===== src/rtl/crossing_ctrl.sv =====
// River-crossing puzzle sequencer: accepts a passenger request, animates the
// boat trip slot by slot, applies the eating rules and reports win/lose/err.
module crossing_ctrl #(
  parameter int unsigned TICK_DIV = 1000,
  parameter int unsigned SLOTS    = 4
) (
  input  logic       clk,
  input  logic       rst_n,
  input  logic       go,
  input  logic [1:0] sel,
  output logic [7:0] cat,
  output logic [7:0] dog,
  output logic [7:0] mouse,
  output logic       boat_side,
  output logic       busy,
  output logic       win,
  output logic       lose,
  output logic       err,
  output logic [7:0] move_cnt
);

  localparam int unsigned PW = (SLOTS > 1) ? $clog2(SLOTS) : 1;
  localparam int unsigned TW = $clog2(TICK_DIV);

  localparam logic [PW-1:0] LastSlot  = PW'(SLOTS - 1);
  localparam logic [PW-1:0] StepsLast = PW'(SLOTS - 2);
  localparam logic [TW-1:0] TickLast  = TW'(TICK_DIV - 1);

  typedef enum logic [2:0] {StIdle, StMove, StCheck, StWin, StLose} state_e;

  state_e        state_q, state_d;
  logic [TW-1:0] tick_q, tick_d;
  logic [PW-1:0] step_q, step_d;
  logic [PW-1:0] cat_q, cat_d, dog_q, dog_d, mouse_q, mouse_d;
  logic [1:0]    pass_q, pass_d;
  logic          boat_q, boat_d;
  logic          busy_q, busy_d;
  logic          win_q, win_d;
  logic          lose_q, lose_d;
  logic          err_q, err_d;
  logic [7:0]    cnt_q, cnt_d;

  logic [PW-1:0] near_bank;
  logic [PW-1:0] away_bank;
  logic [PW-1:0] sel_pos;
  logic [PW-1:0] pass_pos;
  logic [PW-1:0] pass_next;

  function automatic logic [7:0] slot_pattern(input logic [PW-1:0] p);
    slot_pattern = 8'h03 << {p, 1'b0};
  endfunction

  // Slot lookups for the requested and the latched passenger
  always_comb begin
    near_bank = boat_q ? LastSlot : '0;
    // Unattended bank after the boat lands: opposite of the new boat side
    away_bank = (~boat_q) ? '0 : LastSlot;
    case (sel)
      2'd1:    sel_pos = cat_q;
      2'd2:    sel_pos = dog_q;
      default: sel_pos = mouse_q;
    endcase
    case (pass_q)
      2'd1:    pass_pos = cat_q;
      2'd2:    pass_pos = dog_q;
      default: pass_pos = mouse_q;
    endcase
    pass_next = boat_q ? (pass_pos - 1'b1) : (pass_pos + 1'b1);
  end

  // Next-state logic for the sequencer and all registered outputs
  always_comb begin
    state_d = state_q;
    tick_d  = tick_q;
    step_d  = step_q;
    cat_d   = cat_q;
    dog_d   = dog_q;
    mouse_d = mouse_q;
    pass_d  = pass_q;
    boat_d  = boat_q;
    busy_d  = busy_q;
    win_d   = win_q;
    lose_d  = lose_q;
    err_d   = 1'b0;
    cnt_d   = cnt_q;

    unique case (state_q)
      StIdle: begin
        if (go) begin
          if (sel == 2'd0 || sel_pos == near_bank) begin
            pass_d  = sel;
            tick_d  = '0;
            step_d  = '0;
            busy_d  = 1'b1;
            state_d = StMove;
          end else begin
            err_d = 1'b1;
          end
        end
      end
      StMove: begin
        if (tick_q == TickLast) begin
          tick_d = '0;
          case (pass_q)
            2'd1:    cat_d   = pass_next;
            2'd2:    dog_d   = pass_next;
            2'd3:    mouse_d = pass_next;
            default: ;
          endcase
          if (step_q == StepsLast) begin
            state_d = StCheck;
          end else begin
            step_d = step_q + 1'b1;
          end
        end else begin
          tick_d = tick_q + 1'b1;
        end
      end
      StCheck: begin
        boat_d = ~boat_q;
        cnt_d  = (cnt_q == 8'hFF) ? cnt_q : cnt_q + 8'd1;
        busy_d = 1'b0;
        if (cat_q == LastSlot && dog_q == LastSlot && mouse_q == LastSlot) begin
          win_d   = 1'b1;
          state_d = StWin;
        end else if (cat_q == away_bank && mouse_q == away_bank) begin
          lose_d  = 1'b1;
          state_d = StLose;
        end else if (dog_q == away_bank && cat_q == away_bank) begin
          lose_d  = 1'b1;
          state_d = StLose;
        end else begin
          state_d = StIdle;
        end
      end
      StWin, StLose: begin
        // Any go restarts the game from the initial layout
        if (go) begin
          cat_d   = '0;
          dog_d   = '0;
          mouse_d = '0;
          boat_d  = 1'b0;
          cnt_d   = '0;
          win_d   = 1'b0;
          lose_d  = 1'b0;
          state_d = StIdle;
        end
      end
      default: state_d = StIdle;
    endcase
  end

  // State and output registers
  always_ff @(posedge clk or negedge rst_n) begin
    if (!rst_n) begin
      state_q <= StIdle;
      tick_q  <= '0;
      step_q  <= '0;
      cat_q   <= '0;
      dog_q   <= '0;
      mouse_q <= '0;
      pass_q  <= '0;
      boat_q  <= 1'b0;
      busy_q  <= 1'b0;
      win_q   <= 1'b0;
      lose_q  <= 1'b0;
      err_q   <= 1'b0;
      cnt_q   <= '0;
    end else begin
      state_q <= state_d;
      tick_q  <= tick_d;
      step_q  <= step_d;
      cat_q   <= cat_d;
      dog_q   <= dog_d;
      mouse_q <= mouse_d;
      pass_q  <= pass_d;
      boat_q  <= boat_d;
      busy_q  <= busy_d;
      win_q   <= win_d;
      lose_q  <= lose_d;
      err_q   <= err_d;
      cnt_q   <= cnt_d;
    end
  end

  assign cat       = slot_pattern(cat_q);
  assign dog       = slot_pattern(dog_q);
  assign mouse     = slot_pattern(mouse_q);
  assign boat_side = boat_q;
  assign busy      = busy_q;
  assign win       = win_q;
  assign lose      = lose_q;
  assign err       = err_q;
  assign move_cnt  = cnt_q;

endmodule


===== config.mk =====
export PLATFORM = sky130hd
export DESIGN_NAME = crossing_ctrl
export DESIGN_NICKNAME = d
export VERILOG_FILES = /design/src/rtl/crossing_ctrl.sv
export SDC_FILE = /design/constraint.sdc
export NUM_CORES = 1
export LEC_CHECK = 0
export CORE_ASPECT_RATIO = 2
export CORE_MARGIN = 2
export CORE_UTILIZATION = 31
export CTS_BUF_LIST = sky130_fd_sc_hd__clkbuf_4
export CTS_CLUSTER_SIZE = 12
export DETAILED_ROUTE_END_ITERATION = 6
export HOLD_SLACK_MARGIN = 0.08
export SKIP_LAST_GASP = 1
export SLEW_MARGIN = 20
export SYNTH_ARGS = -nofsm -noshare
export SYNTH_HDL_FRONTEND = slang
export SYNTH_SLANG_ARGS = --single-unit

===== constraint.sdc =====
create_clock -name clk -period 2.6 [get_ports clk]
set_input_delay 0.39 -clock clk [delete_from_list [all_inputs] [get_ports clk]]
set_output_delay 0.39 -clock clk [all_outputs]
set_load 0.1 [all_outputs]

==> summary.txt, run 1 <==
Outcome
  • Run status: complete, no violations

Worst setup path
  • Crit-path cells: clkdlybuf4s50_1 -> inv_1 -> ha_1 -> and4b_1 -> o31ai_1 -> nand3_2 -> or2_1 -> a31oi_1
  • Worst Setup SP: sel[0]
  • Slowest cell on crit path: clkdlybuf4s50_1
  • Register-to-register setup slack: 470 ps
  • CP arrival: 2480 ps
  • Critical path fanouts, max: 10
  • Required @ worst endpoint: 2890 ps
  • RR Startpoint: state_q[0]
  • Family with the most delay on the worst path: simple AND/OR/NAND/NOR gates
  • Worst setup SP type: input pin
  • Critical path buffer and inverter count: 2
  • Cell depth of the worst setup path: 8
  • Worst path max stage delay: 510 ps
  • CP endpoint kind: register
  • Worst Reg-to-Reg Cells: 5
  • Setup CP Type: in -> reg

Drt
  • Average routed wire per standard cell: 14.7 um
  • DRT antenna net count: 0
  • Via count: 2,144
  • Remaining DRCs: 0
  • Top Metal Used: met4
  • DRT iter0 DRCs: 74
  • 1st-pass router iterations: 4
  • Metal3 WL: 191 um
  • Vias/cell: 5.18
  • Routed WL: 6100 um
  • Metal-1 WL: 2370 um
  • Routed wl met2: 3420 um

Placement
  • Global placement routability congestion: 0.848
  • HPWL Detailed: 4670 um
  • IO Port Bufs: 41

Clock network
  • CTS Buffer Depth: 2
  • # hold bufs at CTS: 0
  • Clock sink count: 36
  • Root Driver: clkbuf_4
  • Post-CTS resize count: 0
  • Number of setup buffers added after CTS: 0
  • CTS tree: yes
  • Clk slew on worst S/H paths: 120 ps
  • Clk_lat worst skew: 370 ps
  • CTS Buf Count: 5
  • CTS H-tree lvls: 2

Floorplan
  • I/O Pins: 42
  • Die Wd: 66.4 um
  • Initial Utilization: 32.0%
  • Die area: 8540 um^2
  • Core area: 7540 um^2
  • # rows: 45
  • Die Ht: 129 um

Pwr
  • Leak: 0.00132 uW
  • Total chip power: 1800 uW
  • Max VDD drop: 0.291 mV
  • Cell Pwr Density: 618 nW/um^2

Logic synthesis
  • Mapped Avg Cell Area: 8.64 um^2
  • Mapped Area: 2410 um^2
  • Yosys cell types: 54
  • Syn Nets: 293
  • Synth area leader: dfrtp_1
  • EDFF count, synth: 0
  • Top cells by area, synth: dfrtp_1, ha_1, nand2_1
  • Yosys top cell area share: 37.4%
  • Fraction of registers with async set/reset: 100%
  • Mapped Cells: 279
  • Synthesis-stage register bit count: 36
  • Post-synth top flop: dfrtp_1
  • Seq/Total Area, Yosys: 37.4%
  • YS warnings: 0

STA
  • Sum Neg Setup Slack: 0 ps
  • Hold slack: 430 ps
  • Pins Over Slew Limit: 0
  • Tmin final: 2190 ps
  • Relative max-transition margin: 58.1%
  • Final setup viols: 0
  • Period utilization: 84.4%
  • Final hold violation count: 0
  • RSZ-0062 raised after global routing: no
  • FMAX: 456 MHz
  • Layout Skew: 15.1 ps
  • Slew @ Worst Pin: 625 ps

Layout
  • Most frequent cells in the layout: buf_4, dfrtp_1, nand2_1, nor2_1, nand3_1
  • Layout area overhead: 20.7%
  • Layout Utilization: 38.6%
  • Final #Nets: 332
  • FILL cells: 816
  • Commonest non-fill, non-tap cell in the layout: buf_4
  • Layout cell share with drive strength beyond 1: 23.8%

Global route
  • Grt total ovfl: 0
  • Vias in the first global route: 2,092
  • Initial antenna violation count: 1
  • Total GRT Usage: 15.6%
  • Largest net degree at the start of global routing: 37
  • Global-route wire length before repair: 10,100 um

Min path
  • Min-Delay Path Class: in -> async

Job
  • # Max-Cap Violations: 0
-- path summary, 6_finish.rpt --
kind                        endpoint
max in group asynchronous  tick_q[8]
setup reg to reg           tick_q[4]
min in group clk                lose
setup / recovery           tick_q[4]
hold / removal              dog_q[0]
hold reg to reg                 lose
-- per-layer routing --
metal / global-route usage (%) / up-vias
met4: 7.56 / 0
li1: - / 1065
met1: 16.6 / 1024
met3: 2.27 / 6
met5: 0 / -
met2: 28.9 / 49
-- flip-flops by register name, indices dropped and copies added, names as in the netlist --
register and count:
dog_q 2, move_cnt 8, state_q 3, busy 1
err 1, win 1, step_q 2, boat_side 1
mouse_q 2, pass_q 2, lose 1, tick_q 10
cat_q 2
-- cell families after synthesis --
| kind of cell | count (synthesis) | synth area share, % |
|---|---|---|
| buffers and inverters | 39 | 8.41 |
| xor gates and xnor gates | 7 | 3.11 |
| DFF | 36 | 37.4 |
| adders and majority gates | 9 | 4.67 |
| muxes | 7 | 3.22 |
| and+or+nand+nor | 112 | 24.3 |
| AOI/OAI and AO/OA | 69 | 18.9 |
-- power by group --
group | switching [uW] | internal [uW]
sequential | 93.0 | 653
clock | 214 | 200
combinational | 385 | 254
total | 692 | 1110
-- cells in the mapped netlist, types with 7 or more instances --
cell       n
dfrtp_1   36
nand2_1   26
nor2_1    23
nand3_1   16
inv_1     15
a21oi_1   13
buf_4     12
o21ai_0   12
nor2b_1   10
ha_1       9
clkbuf_1   7
-- cell type report --
type	instances	area (um^2)	share of cell area (%)
antenna	1	2.50	0.0860
clock buffer	5	37.5	1.29
clock inverter	3	42.5	1.46
inverter	15	56.3	1.93
multi-input combinational	204	1320	45.4
sequential	36	901	31.0
tap	94	118	4.04
timing repair buffer	56	430	14.8
-- stage by stage --
stage,instances,area [um^2],setup slack (ps)
global route,414,2910,276
detailed placement,405,2830,39.3
CTS,413,2910,419
finish,414,2910,406
global placement,405,2830,45.6
floorplan,279,2430,-245
Power figures use the tool's default switching activity.
==> run 2: changes to the inputs <==
==> constraint.sdc (replaced) <==
create_clock -name clk -period 2 [get_ports clk]
set_input_delay 0.3 -clock clk [delete_from_list [all_inputs] [get_ports clk]]
set_output_delay 0.3 -clock clk [all_outputs]
set_load 0.1 [all_outputs]
==> run 2 against run 1 <==
Cell area grew 22%. Via count grew 5.5%. Worst hold slack gained 30 ps. Clock power grew 29%. Non-clock buffer count grew 23. Cell count grew 5.6%. Register-to-register slack lost 410 ps. Sequential share of layout area shrank 5.0 points. Critical path depth grew 1. Worst setup slack lost 370 ps. Count of clock-buffer cells in the layout is the same.
==> summary.txt, run 2 (same netlist as run 1, synthesis figures left out) <==
Drt
  • Remaining DRCs: 0 (unchanged)
  • Vias/cell: 5.17 (was 5.18)
  • Average routed wire per standard cell: 15.2 um (was 14.7 um)
  • DRT iter0 DRCs: 109 (was 74)
  • Via count: 2,261 (was 2,144)
  • DRT antenna net count: 0 (unchanged)
  • 1st-pass router iterations: 4 (unchanged)
  • Routed WL: 6660 um (was 6100 um)

Layout
  • Layout Utilization: 47.0% (was 38.6%)
  • Register area: 920 um^2 (was 901 um^2)
  • Final #Nets: 355 (was 332)
  • Layout area overhead: 47.0% (was 20.7%)
  • Footprint of the multi-input gates: 1440 um^2 (was 1320 um^2)
  • Most flop-heavy register: tick_q (unchanged)
  • Commonest non-fill, non-tap cell in the layout: buf_4 (unchanged)
  • FILL cells: 746 (was 816)
  • Layout cell share with drive strength beyond 1: 36.3% (was 23.8%)
  • Most frequent cells in the layout: buf_4, dfrtp_1, nand2_1, buf_12, nor2_1 (was buf_4, dfrtp_1, nand2_1, nor2_1, nand3_1)
  • Max reg flops: 10 (unchanged)

Clock network
  • CTS Buffer Depth: 2 (unchanged)
  • CTS Buf Count: 5 (unchanged)
  • Root Driver: clkbuf_4 (unchanged)
  • Clock sink count: 36 (unchanged)
  • CTS tree: yes (unchanged)
  • Clk_lat worst skew: 370 ps (about the same)
  • CTS H-tree lvls: 2 (unchanged)
  • Clk slew on worst S/H paths: 130 ps (was 120 ps)
  • Number of setup buffers added after CTS: 0 (unchanged)

Floorplan
  • Die Ht: 129 um (unchanged)
  • Core area: 7540 um^2 (unchanged)
  • # rows: 45 (unchanged)
  • I/O Pins: 42 (unchanged)
  • Die area: 8540 um^2 (unchanged)
  • Die Wd: 66.4 um (unchanged)
  • Initial Utilization: 32.0% (unchanged)

Global route
  • Total GRT Usage: 16.4% (was 15.6%)
  • Largest net degree at the start of global routing: 26 (was 37)
  • Global-route wire length before repair: 10,800 um (was 10,100 um)
  • Grt total ovfl: 0 (unchanged)
  • Initial antenna violation count: 1 (unchanged)
  • Vias in the first global route: 2,284 (was 2,092)

STA
  • Hold slack: 460 ps (was 430 ps)
  • RSZ-0062 raised after global routing: yes (was no)
  • Sum Neg Setup Slack: 0 ps (unchanged)
  • Final setup viols: 0 (unchanged)
  • Final Worst Setup Slack: 35.0 ps (was 406 ps)
  • Slew @ Worst Pin: 597 ps (was 625 ps)
  • Relative max-transition margin: 60.2% (was 58.1%)
  • Period utilization: 98.2%
  • FMAX: 509 MHz
  • Pins Over Slew Limit: 0 (unchanged)
  • Layout Skew: 16.2 ps (was 15.1 ps)
  • Tmin final: 1960 ps
  • Final hold violation count: 0 (unchanged)

Pwr
  • Cell Pwr Density: 707 nW/um^2 (was 618 nW/um^2)
  • Sequential power share: 38.7% (was 41.5%)
  • Pint: 1560 uW (was 1110 uW)
  • Part of the power in combinational logic: 40.0% (was 35.5%)
  • Leak: 0.00154 uW (was 0.00132 uW)
  • Clock network fraction of design power: 21.3% (was 23.0%)
  • Switch share: 37.6% (was 38.5%)
  • Net Switching: 943 uW (was 692 uW)
  • Max VDD drop: 0.346 mV (was 0.291 mV)

Placement
  • HPWL Detailed: 5230 um (was 4670 um)
  • Global placement routability congestion: 0.810 (was 0.848)
  • IO Port Bufs: 41 (unchanged)
  • DP Worst Slack: -414 ps (was 39.3 ps)

Worst setup path
  • Worst setup SP type: input pin (unchanged)
  • Required @ worst endpoint: 2280 ps (was 2890 ps)
  • Setup CP Type: in -> reg (unchanged)
  • Critical path fanouts, max: 10 (unchanged)
  • CP endpoint kind: register (unchanged)
  • CP arrival: 2250 ps (was 2480 ps)

Job
  • # Max-Cap Violations: 0 (unchanged)

Min path
  • Min-Delay Path Class: in -> async (unchanged)

Outcome
  • Run status: complete, no violations (unchanged)
run 2: cell types whose count changed in the layout (fill, tap and decap cells not counted), moves of 4 or more:
cell	before	now
buf_4	52	48
dfrtp_2	0	6
dfrtp_1	36	27
buf_12	0	26
nor2b_4	0	4
run 2: final timing paths:
path | start | end | slack, ps | depth (start not counted)
min in group clk | lose | lose | 520 | 2
min | rst_n | move_cnt[4] | 460 | 2
max reg2reg | state_q[2] | tick_q[3] | 60 | 6
min reg2reg | lose | lose | 520 | 2
max in group asynchronous | rst_n | dog_q[0] | 930 | 3
max | sel[0] | tick_q[3] | 40 | 9
run 2: stage by stage:
step                total power [uW]  instance area (um^2)  cells
finish                          2500                  3540    437
global route                    2690                  3540    437
detailed placement              1930                  3370    427
global placement                1900                  3370    427
CTS                             2470                  3470    436
floorplan                       1590                  2480    279
run 2: power by group through the flow:
stage	Sequential, uW	Clock, uW	Combinational [uW]
finish	970	533	1000
global route	990	572	1130
CTS	966	545	957
detailed placement	981	0	945
global placement	972	0	925
floorplan	960	0	627
run 2: worst max-delay path: stages:
cell and delay (ps):
clkdlybuf4s50_1 470, inv_1 90, ha_4 300, and4b_1 220
o31ai_2 200, nand3_2 110, or2_4 240, buf_12 140
a31oi_1 160
run 2: area by class of cell:
cell class	count	share of cell area (%)
multi-input cells	204	40.7
repair buffers	79	26.1
flip-flops and latches	36	26.0
well taps	94	3.32
inverters	15	1.59
clock inverters	3	1.20
clock buffers	5	1.06
diodes	1	0.0706
run 2: per-layer routing:
metal / track usage, % / vias up / wire (um)
met2: 31.5 / 29 / 3980
met4: 6.48 / 0 / 132
li1: - / 1117 / -
met5: 0 / - / 0
met3: 2.71 / 7 / 155
met1: 16.9 / 1108 / 2390
run 2: repair_timing:
item                       CTS  global route
setup endpoints to repair    9            21
gates resized for setup      1            15
hold buffers                 1             0
hold endpoints to repair    24             0
gates cloned                 0             0
